==> src/rtl/shift_pipe_stage.sv <==
// Two-entry valid/ready pipeline around a 32-bit shifter (SLL/SRL/SRA/ROL).
// Stage 1 holds the operands; stage 2 holds the result and its zero/carry flags.
module shift_pipe_stage #(
  parameter int unsigned N    = 32,
  parameter int unsigned SHW  = 5,
  parameter int unsigned CNTW = 16
) (
  input  logic            clk,
  input  logic            rst,
  input  logic            in_valid,
  output logic            in_ready,
  input  logic [N-1:0]    in_a,
  input  logic [N-1:0]    in_b,
  input  logic [1:0]      in_op,
  output logic            out_valid,
  input  logic            out_ready,
  output logic [N-1:0]    out_z,
  output logic            out_zero,
  output logic            out_carry,
  output logic [CNTW-1:0] done_count
);

  typedef enum logic [1:0] {
    OP_SLL = 2'b00,
    OP_SRL = 2'b01,
    OP_SRA = 2'b10,
    OP_ROL = 2'b11
  } op_e;

  logic           s1_valid;
  logic [N-1:0]   s1_a;
  logic [SHW-1:0] s1_sh;
  op_e            s1_op;
  logic           s2_valid;

  logic           s2_take;
  logic           accept;
  logic [N-1:0]   res_c;
  logic           carry_c;
  logic [N:0]     lsh_ext;
  logic [N:0]     rsh_ext;
  logic [2*N-1:0] rol_ext;

  // Upper shift-amount bits are architecturally ignored.
  logic unused_b;
  assign unused_b = ^in_b[N-1:SHW];

  assign s2_take   = s1_valid & (~s2_valid | out_ready);
  assign in_ready  = ~rst & (~s1_valid | s2_take);
  assign accept    = in_valid & in_ready;
  assign out_valid = s2_valid;

  // Extended operands expose the last bit shifted out at a fixed position.
  assign lsh_ext = {1'b0, s1_a} << s1_sh;
  assign rsh_ext = {s1_a, 1'b0} >> s1_sh;
  assign rol_ext = {s1_a, s1_a} << s1_sh;

  always_comb begin
    res_c   = s1_a;
    carry_c = 1'b0;
    unique case (s1_op)
      OP_SLL: begin
        res_c   = s1_a << s1_sh;
        carry_c = lsh_ext[N];
      end
      OP_SRL: begin
        res_c   = s1_a >> s1_sh;
        carry_c = rsh_ext[0];
      end
      OP_SRA: begin
        res_c   = N'($signed(s1_a) >>> s1_sh);
        carry_c = rsh_ext[0];
      end
      OP_ROL: begin
        res_c   = rol_ext[2*N-1:N];
        carry_c = (s1_sh != '0) & rol_ext[N];
      end
      default: begin
        res_c   = s1_a;
        carry_c = 1'b0;
      end
    endcase
  end

  always_ff @(posedge clk) begin
    if (rst) begin
      s1_valid   <= 1'b0;
      s1_a       <= '0;
      s1_sh      <= '0;
      s1_op      <= OP_SLL;
      s2_valid   <= 1'b0;
      out_z      <= '0;
      out_zero   <= 1'b0;
      out_carry  <= 1'b0;
      done_count <= '0;
    end else begin
      if (accept) begin
        s1_valid <= 1'b1;
        s1_a     <= in_a;
        s1_sh    <= in_b[SHW-1:0];
        s1_op    <= op_e'(in_op);
      end else if (s2_take) begin
        s1_valid <= 1'b0;
      end

      // Result registers move only on a stage-2 load and otherwise hold.
      if (s2_take) begin
        s2_valid  <= 1'b1;
        out_z     <= res_c;
        out_zero  <= (res_c == '0);
        out_carry <= carry_c;
      end else if (out_ready) begin
        s2_valid <= 1'b0;
      end

      if (s2_valid & out_ready) begin
        done_count <= done_count + CNTW'(1);
      end
    end
  end

endmodule

==> config.mk <==
export PLATFORM = sky130hd
export DESIGN_NAME = shift_pipe_stage
export DESIGN_NICKNAME = d
export VERILOG_FILES = /design/src/rtl/shift_pipe_stage.sv
export SDC_FILE = /design/constraint.sdc
export NUM_CORES = 1
export LEC_CHECK = 0
export BUFFER_PORTS_ARGS = -buffer_cell sky130_fd_sc_hd__buf_2
export CAP_MARGIN = 20
export CORE_UTILIZATION = 50
export CTS_CLUSTER_DIAMETER = 200
export CTS_CLUSTER_SIZE = 10
export DETAILED_ROUTE_END_ITERATION = 8
export PLACE_DENSITY = 0.7
export SYNTH_ARGS = -nofsm -noshare
export SYNTH_HDL_FRONTEND = slang
export SYNTH_SLANG_ARGS = --single-unit
==> constraint.sdc <==
create_clock -name clk -period 3.9 [get_ports clk]
set_input_delay 0.78 -clock clk [delete_from_list [all_inputs] [get_ports clk]]
set_output_delay 0.78 -clock clk [all_outputs]
set_load 0.01 [all_outputs]
==> results of run 1 <==
==> cell usage in the layout (no fill, tap or decap), types with 6 or more instances in the layout <==
cell type  count
a211oi_1      32
a21o_1         6
a21oi_1       54
a221oi_1       6
a22o_1         6
a22oi_1       11
a31oi_1        8
a32o_1         6
and2_1        12
and3_1        12
buf_2         94
buf_4         66
clkbuf_16      9
dfxtp_1       87
inv_1         12
mux2_2        27
mux2i_1       64
mux4_2        95
nand2_1      176
nand2b_1      13
nand3_1       45
nand4_1       11
nor2_1        84
nor2b_1       16
nor3_1        21
nor4_1         6
o211ai_1      11
o21ai_0       34
o221ai_1       8
o22ai_1       19
o311ai_0       6
o31ai_1       13
or3_1          9
xor2_1         8
==> worst max-delay path, cell delays in order, from the launching register on <==
cell and delay, ns:
dfxtp_4 0.64, buf_4 0.39, mux4_2 0.39, mux2i_1 0.35
a221oi_1 0.18, a2111oi_0 0.50, o32ai_1 0.27, nor4_1 0.38
nand4_1 0.17, o31ai_2 0.18
==> final cells by class <==
| cell class | instances | area [µm²] | area share, % |
|---|---|---|---|
| diodes | 1 | 2.50 | 0.0229 |
| clock buffers | 9 | 225 | 2.06 |
| clock inverters | 7 | 73.8 | 0.674 |
| inverters | 16 | 60.1 | 0.549 |
| multi-input cells | 910 | 7310 | 66.7 |
| flip-flops and latches | 91 | 1830 | 16.8 |
| well taps | 260 | 325 | 2.97 |
| repair buffers | 167 | 1120 | 10.2 |
==> cells by family after synthesis <==
| kind of cell | Yosys count | share of synthesized area, % |
|---|---|---|
| buffers and inverters | 152 | 7.37 |
| xor gates and xnor gates | 10 | 0.889 |
| AOI/OAI and AO/OA | 281 | 20.4 |
| muxes | 190 | 32.3 |
| and+or+nand+nor | 424 | 19.9 |
| DFF | 91 | 18.5 |
| adders and majority gates | 5 | 0.635 |
==> worst min-delay path by stage <==
stage	start	to	depth (start not counted)
after floorplan	out_carry	out_carry	2
after global placement	out_z[7]	out_z[7]	2
after detailed placement	out_z[7]	out_z[7]	2
after CTS	out_z[7]	out_z[7]	2
after global routing	out_z[14]	out_z[14]	2
final	out_z[7]	out_z[7]	2
==> routing by layer <==
metal | vias to the layer above | global-route usage (%)
li1 | 4494 | -
met1 | 5008 | 53.3
met2 | 799 | 61.8
met3 | 131 | 10.6
met4 | 0 | 19.2
met5 | - | 0
==> timing repair <==
action,in CTS,in global routing
buffers inserted,0,1
hold buffers,0,0
endpoints found under the setup margin,0,1
==> through the flow <==
stage                     power [W]  setup slack, ns  instance area [µm²]  utilization [%]
after floorplan             0.00204             1.08                 9850                -
after global placement      0.00252            0.257                10600             55.6
after detailed placement    0.00252            0.281                10600             55.6
after CTS                   0.00346            0.268                10900             57.2
after global routing        0.00366            0.216                10900             57.6
final                       0.00353            0.361                10900             57.6
==> registers in the layout, summed over array words and instances (netlist names) <==
name / count
out_z: 32
done_count: 16
s1_op: 2
s1_valid: 1
s1_a: 32
out_zero: 1
s1_sh: 5
out_valid: 1
out_carry: 1
==> power breakdown <==
group,internal (W),switching (W)
registers,0.000981,0.000169
clock network,0.000504,0.000440
logic,0.000608,0.000829
total,0.00209,0.00144
==> impl_metrics.py, run 1 <==
metrics = {
    "outcome": {
        "outcome": "finished clean",
    },
    "clock_network": {
        "cts_buffer_depth": 2,
        "clk_pin_slew_ns": 0.07,
        "htreeDepth": 3,
        "cts_root_buffer": "clkbuf_16",
        "tritoncts": "yes",
        "cts_buffers": 9,
        "ctsResizeCount": 0,
        "clock-sinks": 91,
        "insertion_delay_ns": 0.37,
    },
    "worst_setup_path": {
        "rrSetupSlack_ns": 0.36,
        "critPathCapture": "out_zero",
        "setup.worst_path.end_class": "register",
        "crit_path_start_kind": "register",
        "critPathKind": "register to register",
        "crit_start": "s1_sh[2]",
        "r2r_cells": 9,
        "rr_endpoint": "out_zero",
        "worstReg2RegStart": "s1_sh[2]",
        "worstPathRequired_ns": 4.19,
        "worstPathArrival_ns": 3.83,
        "cp_max_fo": 31,
    },
    "route": {
        "ant_nets": 0,
        "highest_layer": "met4",
        "drc_errors": 0,
        "viasPerCell": 7.14,
        "first_pass_iters": 6,
        "met2_length_mm": 17.8,
        "via_count": 10432,
        "wl_met3_mm": 5.09,
        "drt-met1-wl_mm": 15.6,
        "first_iter_violations": 1365,
        "routedWlPerCell_um": 27.7,
        "routed_wl_mm": 40.5,
    },
    "grt": {
        "grt_pass1_wl_mm": 60.0,
        "grt_max_degree": 48,
        "grt_use_total_pct": 40.4,
        "antenna_found_initial": 1,
        "overflow": 0,
        "grt_pass1_vias": 9450,
    },
    "timing": {
        "whs_ns": 0.452,
        "rsz0062_at_grt": "no",
        "fmax_ghz": 0.283,
        "drv_slew": 0,
        "clock_skew_ns": 0.0232,
        "finalWorstPathRequiredPeriod_ns": 3.54,
        "finalSetupViolCount": 0,
        "slew_headroom_pct": 36.6,
        "final.period_utilization_pct": 90.7,
        "finalHoldViolCount": 0,
        "worst_pin_slew_ns": 0.950,
        "tns_ns": 0,
    },
    "yosys": {
        "syn-num-nets": 1228,
        "synth_edf_count": 0,
        "ys_async_sr_fraction_pct": 0,
        "yosys.area.top_type": "mux4_2",
        "yosysMostFrequentCell": "nand2_1",
        "synthDistinctLibCells": 79,
        "syn_area_um2": 9850,
        "synth_top_area_share_pct": 21.7,
        "synth_area_leaders": "mux4_2 22%, dfxtp_1 18%, nand2_1 6.7%, mux2i_1 6.5%, nor2_1 3.2%",
        "synth_cells": 1153,
        "ys_seq_elements": 91,
        "yosys_warnings": 0,
        "synth_ff_type": "dfxtp_1",
        "seq_area_frac_synth_pct": 18.5,
        "syn-mean-instance-area_um2": 8.54,
        "yosys-top-cells-count": "176 x nand2_1, 95 x mux4_2, 91 x dfxtp_1",
    },
    "place": {
        "numPortBuffers": 94,
        "dpl.hpwl_mm": 29.9,
        "place_congestion": 1.06,
        "place_inst": 1441,
    },
    "flow_run": {
        "drv_cap": 0,
    },
    "cells_and_area": {
        "syn_to_final_growth_pct": 11.2,
        "n_fill_cell": 1838,
        "drive_above_1_share_pct": 27.8,
        "final_cells": 1461,
        "fin_nets": 1270,
    },
    "floorplan": {
        "fp.dieH_um": 142,
        "io_pins": 122,
        "rows": 50,
        "fp.dieW_um": 142,
        "start_util_pct": 51.8,
        "core-area_um2": 19000,
        "die_area_um2": 20300,
    },
    "power": {
        "peakVddDrop_mv": 0.188,
        "power_density_nw_per_um2": 323,
        "power_leakage_nw": 4.19,
    },
    "worst_hold_path": {
        "hold_class": "register to register",
    },
}
Note: power is estimated with default switching activity, not from simulation.
==> run 2: changes to the inputs <==
Settings changed: ABC_AREA set to 1, PLACE_DENSITY 0.7 to 0.71.
==> run 2 against run 1 <==
Against the previous run:
- final area is 19% lower
- first-iteration DRC count is 13% lower
- core utilization is 1.8 points lower
- wire length is 25% lower
- via count fell by 3.3%
- cell count is 16% higher
- power down 11%
- hold slack improved by 0.011 ns
- fmax up 18%
- combinational power fell by 15%
- worst setup slack gained 0.54 ns
- flip-flop and latch count did not move
==> impl_metrics.py, run 2 <==
metrics = {
    "clock_network": {
        "insertion_delay_ns": 0.36,
        "tritoncts": "yes",
        "htreeDepth": 3,
        "cts_setup_buffers": 0,
        "clock-sinks": 91,
        "ctsResizeCount": 0,
        "cts_buffers": 9,
        "cts_buffer_depth": 2,
        "clk_pin_slew_ns": 0.08,
        "cts_root_buffer": "clkbuf_16",
        "cts_hold_buf": 0,
    },
    "cells_and_area": {
        "reg_top3": "out_z: 32 flops, s1_a: 32 flops, done_count: 16 flops",
        "layout_common_cells": "467 x nand2_1, 348 x nand3_1, 100 x nor2_1",
        "final_common_cell": "nand2_1",
        "drive_above_1_share_pct": 13.2,
        "syn_to_final_growth_pct": 8.85,
        "antenna_cells": 0,
        "stdcell_area_um2": 8890,
        "fin_nets": 1551,
        "utilization_pct": 55.8,
    },
    "timing": {
        "clock_skew_ns": 0.00969,
        "final.period_utilization_pct": 76.9,
        "finalSetupViolCount": 0,
        "fmax_ghz": 0.333,
        "rsz0062_at_grt": "no",
        "worst_pin_slew_ns": 0.961,
        "finalWorstPathRequiredPeriod_ns": 3.00,
        "tns_ns": 0,
        "drv_slew": 0,
        "finalHoldViolCount": 0,
        "slew_headroom_pct": 35.7,
    },
    "route": {
        "routedWlPerCell_um": 17.8,
        "viasPerCell": 5.95,
        "ant_nets": 0,
        "first_pass_iters": 6,
        "routed_wl_mm": 30.3,
        "drc_errors": 0,
        "first_iter_violations": 1188,
        "via_count": 10091,
    },
    "yosys": {
        "synth_top_area_share_pct": 22.3,
        "synthDistinctLibCells": 40,
        "yosys_warnings": 0,
        "syn-mean-instance-area_um2": 5.66,
        "syn-num-nets": 1519,
        "synth_area_leaders": "dfxtp_1 22%, nand2_1 21%, nand3_1 21%, o21ai_0 4.7%, nor2_1 4.6%",
        "syn_area_um2": 8170,
        "synth_edf_count": 0,
        "synth_ff_type": "dfxtp_1",
        "yosys-top-cells-count": "467 x nand2_1, 348 x nand3_1, 101 x nor2_1",
        "yosysMostFrequentCell": "nand2_1",
        "ys_seq_elements": 91,
        "seq_area_frac_synth_pct": 22.3,
        "ys_async_sr_fraction_pct": 0,
        "synth_cells": 1444,
        "yosys.area.top_type": "dfxtp_1",
    },
    "floorplan": {
        "start_util_pct": 51.2,
        "core-area_um2": 15900,
        "rows": 46,
        "die_area_um2": 16900,
        "fp.dieW_um": 130,
        "io_pins": 122,
        "fp.dieH_um": 130,
    },
    "worst_setup_path": {
        "r2r_cells": 17,
        "worstReg2RegStart": "s1_sh[1]",
        "setup.worst_path.end_class": "register",
        "path_common_cell": "nand2_1",
        "critPathKind": "register to register",
        "worst-path-stages": 17,
        "path_cells": "buf_4 -> nand3_1 -> nand3_1 -> nand2_1 -> nand2_1 -> nand2_1 -> nand2_1 -> nand2_1 -> nand2_1 -> nand3_1 -> nor2_1 -> nand2_1 -> inv_1 -> nand2_1 -> nor2_1 -> nand3_1 -> a21oi_2",
        "critPathCapture": "out_zero",
        "worst-path-buf-inv": 2,
        "rrSetupSlack_ns": 0.90,
        "cpMaxStageDelayCell": "dfxtp_2",
        "cp_max_fo": 41,
        "worstPathRequired_ns": 4.19,
        "rr_endpoint": "out_zero",
        "crit_path_start_kind": "register",
        "cp_slowest_stage_delay_ns": 0.65,
        "worstPathArrival_ns": 3.29,
        "crit_start": "s1_sh[1]",
        "critical-path-top-delay-family": "simple AND/OR/NAND/NOR gates",
    },
    "grt": {
        "grt_use_total_pct": 36.9,
        "grt_pass1_vias": 8796,
        "antenna_found_initial": 0,
        "overflow": 0,
        "grt_pass1_wl_mm": 47.4,
        "grt_max_degree": 69,
    },
    "place": {
        "dpl.hpwl_mm": 22.5,
        "place_congestion": 1.00,
        "numPortBuffers": 94,
        "placed_area_um2": 8600,
    },
    "power": {
        "power_density_nw_per_um2": 354,
        "power_leakage_nw": 4.51,
        "peakVddDrop_mv": 0.262,
    },
    "outcome": {
        "outcome": "finished clean",
    },
    "worst_hold_path": {
        "whs_path_depth": 2,
        "hold_class": "register to register",
    },
    "flow_run": {
        "drv_cap": 0,
    },
}
## run 2: changes by cell type after synthesis, moves of 42 or more
cell | before | now
mux2i_1 | 64 | 0
clkbuf_1 | 77 | 26
inv_1 | 12 | 86
nand3_1 | 45 | 348
nand2_1 | 176 | 467
mux4_2 | 95 | 0
o21ai_0 | 34 | 76
## run 2: worst min path at each step
stage,from,to,slack [ns]
floorplan,s1_valid,out_valid,0.45
global placement,s1_valid,out_valid,0.46
detailed placement,s1_valid,out_valid,0.46
CTS,s1_valid,out_valid,0.47
global route,s1_valid,out_valid,0.49
finish,s1_valid,out_valid,0.46
## run 2: kinds of logic after synthesis
| family | share of synthesized area (%) |
|---|---|
| simple gates | 54.5 |
| buf+inv | 10.0 |
| compound gates | 12.2 |
| flops | 22.3 |
| fa+ha+maj | 0.766 |
| xor+xnor | 0.107 |
## run 2: through the flow
step,cells,setup slack [ns],power (W),hold WS [ns]
2_1_floorplan,1444,1.78,0.00192,0.451
5_1_grt,1697,0.671,0.00333,0.493
3_5_place_dp,1681,1.04,0.00225,0.464
3_3_place_gp,1681,1.00,0.00225,0.464
4_1_cts,1697,0.997,0.00312,0.470
6_report,1697,0.899,0.00315,0.463
## run 2: report_power, final
group	switching (W)	total, W	internal (W)
registers	0.0000601	0.00105	0.000988
clock network	0.000425	0.000875	0.000449
logic	0.000865	0.00123	0.000361
## run 2: worst min-delay path, delay by kind of cell, from the launching register on
kind,cells,cell delay (ns)
flip-flops,1,0.31
buffers and inverters,1,0.06
AO/OA/AOI/OAI,1,0.06
## run 2: metal layers
layer | track usage, % | vias to the layer above | share of wire [%]
met5 | 0 | - | 0
met4 | 17.2 | 0 | 4.4
met3 | 6.56 | 88 | 9.2
met2 | 55.0 | 557 | 42
met1 | 51.4 | 4601 | 44
li1 | - | 4845 | -
## run 2: area by class of cell
| type | count | area, µm² |
|---|---|---|
| inverters | 91 | 349 |
| well taps | 216 | 270 |
| repair buffers | 112 | 618 |
| clock buffers | 9 | 225 |
| multi-input cells | 1171 | 5530 |
| flip-flops and latches | 91 | 1830 |
| fillers | 1762 | 7050 |
| clock inverters | 7 | 70.1 |
==> run 3: changes to the inputs <==
Settings changed: ABC_AREA 1 to 0, PLACE_DENSITY 0.71 to 0.7.
Clock period 3.9 ns to 3 ns, I/O delays scaled along.
==> run 3 against run 2 <==
Against the previous run:
- critical path type unchanged
- power increased by 70%
- non-clock buffer count increased by 349
- die area increased by 20%
- hold slack worse by 0.065 ns
- clock skew increased by 0.019 ns
- the run now ends with setup timing left
- wire length up 57%
- first-iteration DRC count grew 44%
- clock-buffer cell count up 2
- global-route usage increased by 11 points
==> impl_metrics.py, run 3 (synthesized netlist as in run 1, its figures left out) <==
metrics = {
    "worst_setup_path": {
        "crit_path_start_kind": "register",
        "critPathKind": "register to register",
        "worstPathRequired_ns": 3.28,
        "setup.worst_path.end_class": "register",
        "worstPathArrival_ns": 3.53,
        "cp_max_fo": 20,
    },
    "clock_network": {
        "clock-sinks": 91,
        "cts_buffer_depth": 2,
        "insertion_delay_ns": 0.39,
        "cts_hold_buf": 0,
        "tritoncts": "yes",
        "cts_root_buffer": "clkbuf_16",
        "cts_buffers": 9,
        "clk_pin_slew_ns": 0.09,
        "htreeDepth": 3,
    },
    "grt": {
        "grt_pass1_vias": 11452,
        "grt_use_total_pct": 47.9,
        "overflow": 0,
        "antenna_found_initial": 1,
        "grt_pass1_wl_mm": 70.8,
        "grt_max_degree": 48,
    },
    "cells_and_area": {
        "reg_top3": "out_z: 32 flops, s1_a: 32 flops, done_count: 16 flops",
        "syn_to_final_growth_pct": 38.9,
        "final_common_cell": "buf_4",
        "fin_nets": 1564,
        "drive_above_1_share_pct": 44.7,
        "stdcell_area_um2": 13700,
        "layout_common_cells": "329 x buf_4, 175 x nand2_1, 98 x mux4_2",
        "n_fill_cell": 1545,
    },
    "floorplan": {
        "die_area_um2": 20300,
        "rows": 50,
        "core-area_um2": 19000,
        "fp.dieW_um": 142,
        "start_util_pct": 51.8,
        "io_pins": 122,
        "fp.dieH_um": 142,
    },
    "route": {
        "viasPerCell": 6.87,
        "ant_nets": 0,
        "drc_errors": 0,
        "via_count": 12051,
        "first_pass_iters": 6,
        "routedWlPerCell_um": 27.1,
        "first_iter_violations": 1706,
        "routed_wl_mm": 47.5,
    },
    "place": {
        "numPortBuffers": 94,
        "place_congestion": 1.17,
        "dpl.hpwl_mm": 36.4,
        "pre_cts_ws_ns": -0.327,
        "placed_area_um2": 12800,
    },
    "power": {
        "power_w": 0.00534,
        "power_density_nw_per_um2": 390,
        "peakVddDrop_mv": 0.287,
        "power_leakage_nw": 5.75,
    },
    "timing": {
        "slew_headroom_pct": 44.1,
        "rsz0062_at_grt": "yes",
        "fmax_ghz": 0.307,
        "finalWorstPathRequiredPeriod_ns": 3.25,
        "finalHoldViolCount": 0,
        "drv_slew": 0,
        "worst_pin_slew_ns": 0.831,
        "clock_skew_ns": 0.0283,
        "finalSetupViolCount": 2,
        "tns_ns": -0.271,
        "setup_ws_ns": -0.253,
        "final.period_utilization_pct": 108,
    },
    "worst_hold_path": {
        "hold_class": "primary input to register",
    },
    "flow_run": {
        "drv_cap": 0,
    },
    "outcome": {
        "outcome": "finished with violations",
        "violations": "setup timing",
    },
}
==> run 3: power by group <==
part / total [W] / internal [W] / switching, W / leakage, nW
registers: 0.00139 / 0.00128 / 0.000113 / 0.748
logic: 0.00274 / 0.00131 / 0.00142 / 4.86
clock network: 0.00121 / 0.000601 / 0.000614 / 0.139
total: 0.00534 / 0.00319 / 0.00215 / 5.75
==> run 3: final cells by class <==
| class | instances | area [µm²] | area share [%] |
|---|---|---|---|
| Antenna cell | 1 | 2.50 | 0.0183 |
| Clock buffer | 11 | 243 | 1.77 |
| Clock inverter | 5 | 42.5 | 0.311 |
| Inverter | 16 | 60.1 | 0.439 |
| Multi-Input combinational cell | 910 | 7580 | 55.4 |
| Sequential cell | 91 | 1830 | 13.4 |
| Tap cell | 260 | 325 | 2.38 |
| Timing Repair Buffer | 461 | 3600 | 26.3 |
==> run 3: metrics by stage <==
stage	std cells	hold WS, ns	util [%]
floorplan	1153	0.481	-
global placement	1710	0.440	67.2
detailed placement	1710	0.446	67.2
CTS	1745	0.409	70.9
global route	1754	0.404	71.9
finish	1755	0.398	72.0
==> run 3: path summary, 6_finish.rpt <==
kind	start	endpoint	slack (ns)	depth (start not counted)
setup / recovery	s1_sh[1]	out_zero	-0.25	12
hold / removal	in_a[20]	s1_a[20]	0.40	3
setup reg to reg	s1_sh[1]	out_zero	-0.25	12
hold reg to reg	out_z[25]	out_z[25]	0.45	2
==> run 3: worst max-delay path: stages, from the launching register on <==
cell	delay [ns]
dfxtp_4	0.38
buf_8	0.14
buf_4	0.12
buf_6	0.20
mux2i_1	0.45
a21oi_1	0.20
a32oi_4	0.34
buf_4	0.17
nand3_1	0.08
a21oi_2	0.15
nand4_1	0.20
or4_4	0.47
o31ai_2	0.24
==> run 3: timing repair <==
item	CTS	global route
cloned	1	0
setup buffers	18	8
setup endpoints to repair	6	13
pin swaps	18	12
hold endpoints to repair	0	0
resized for setup	57	27
==> run 3: per-layer routing <==
metal,wire length [µm],part of all wire [%],vias to the layer above,global-route usage [%]
li1,-,-,5071,-
met1,17200,36,5656,59.1
met2,20700,44,1066,74.5
met3,5890,12,258,13.0
met4,3680,7.7,0,29.6
met5,0,0,-,0
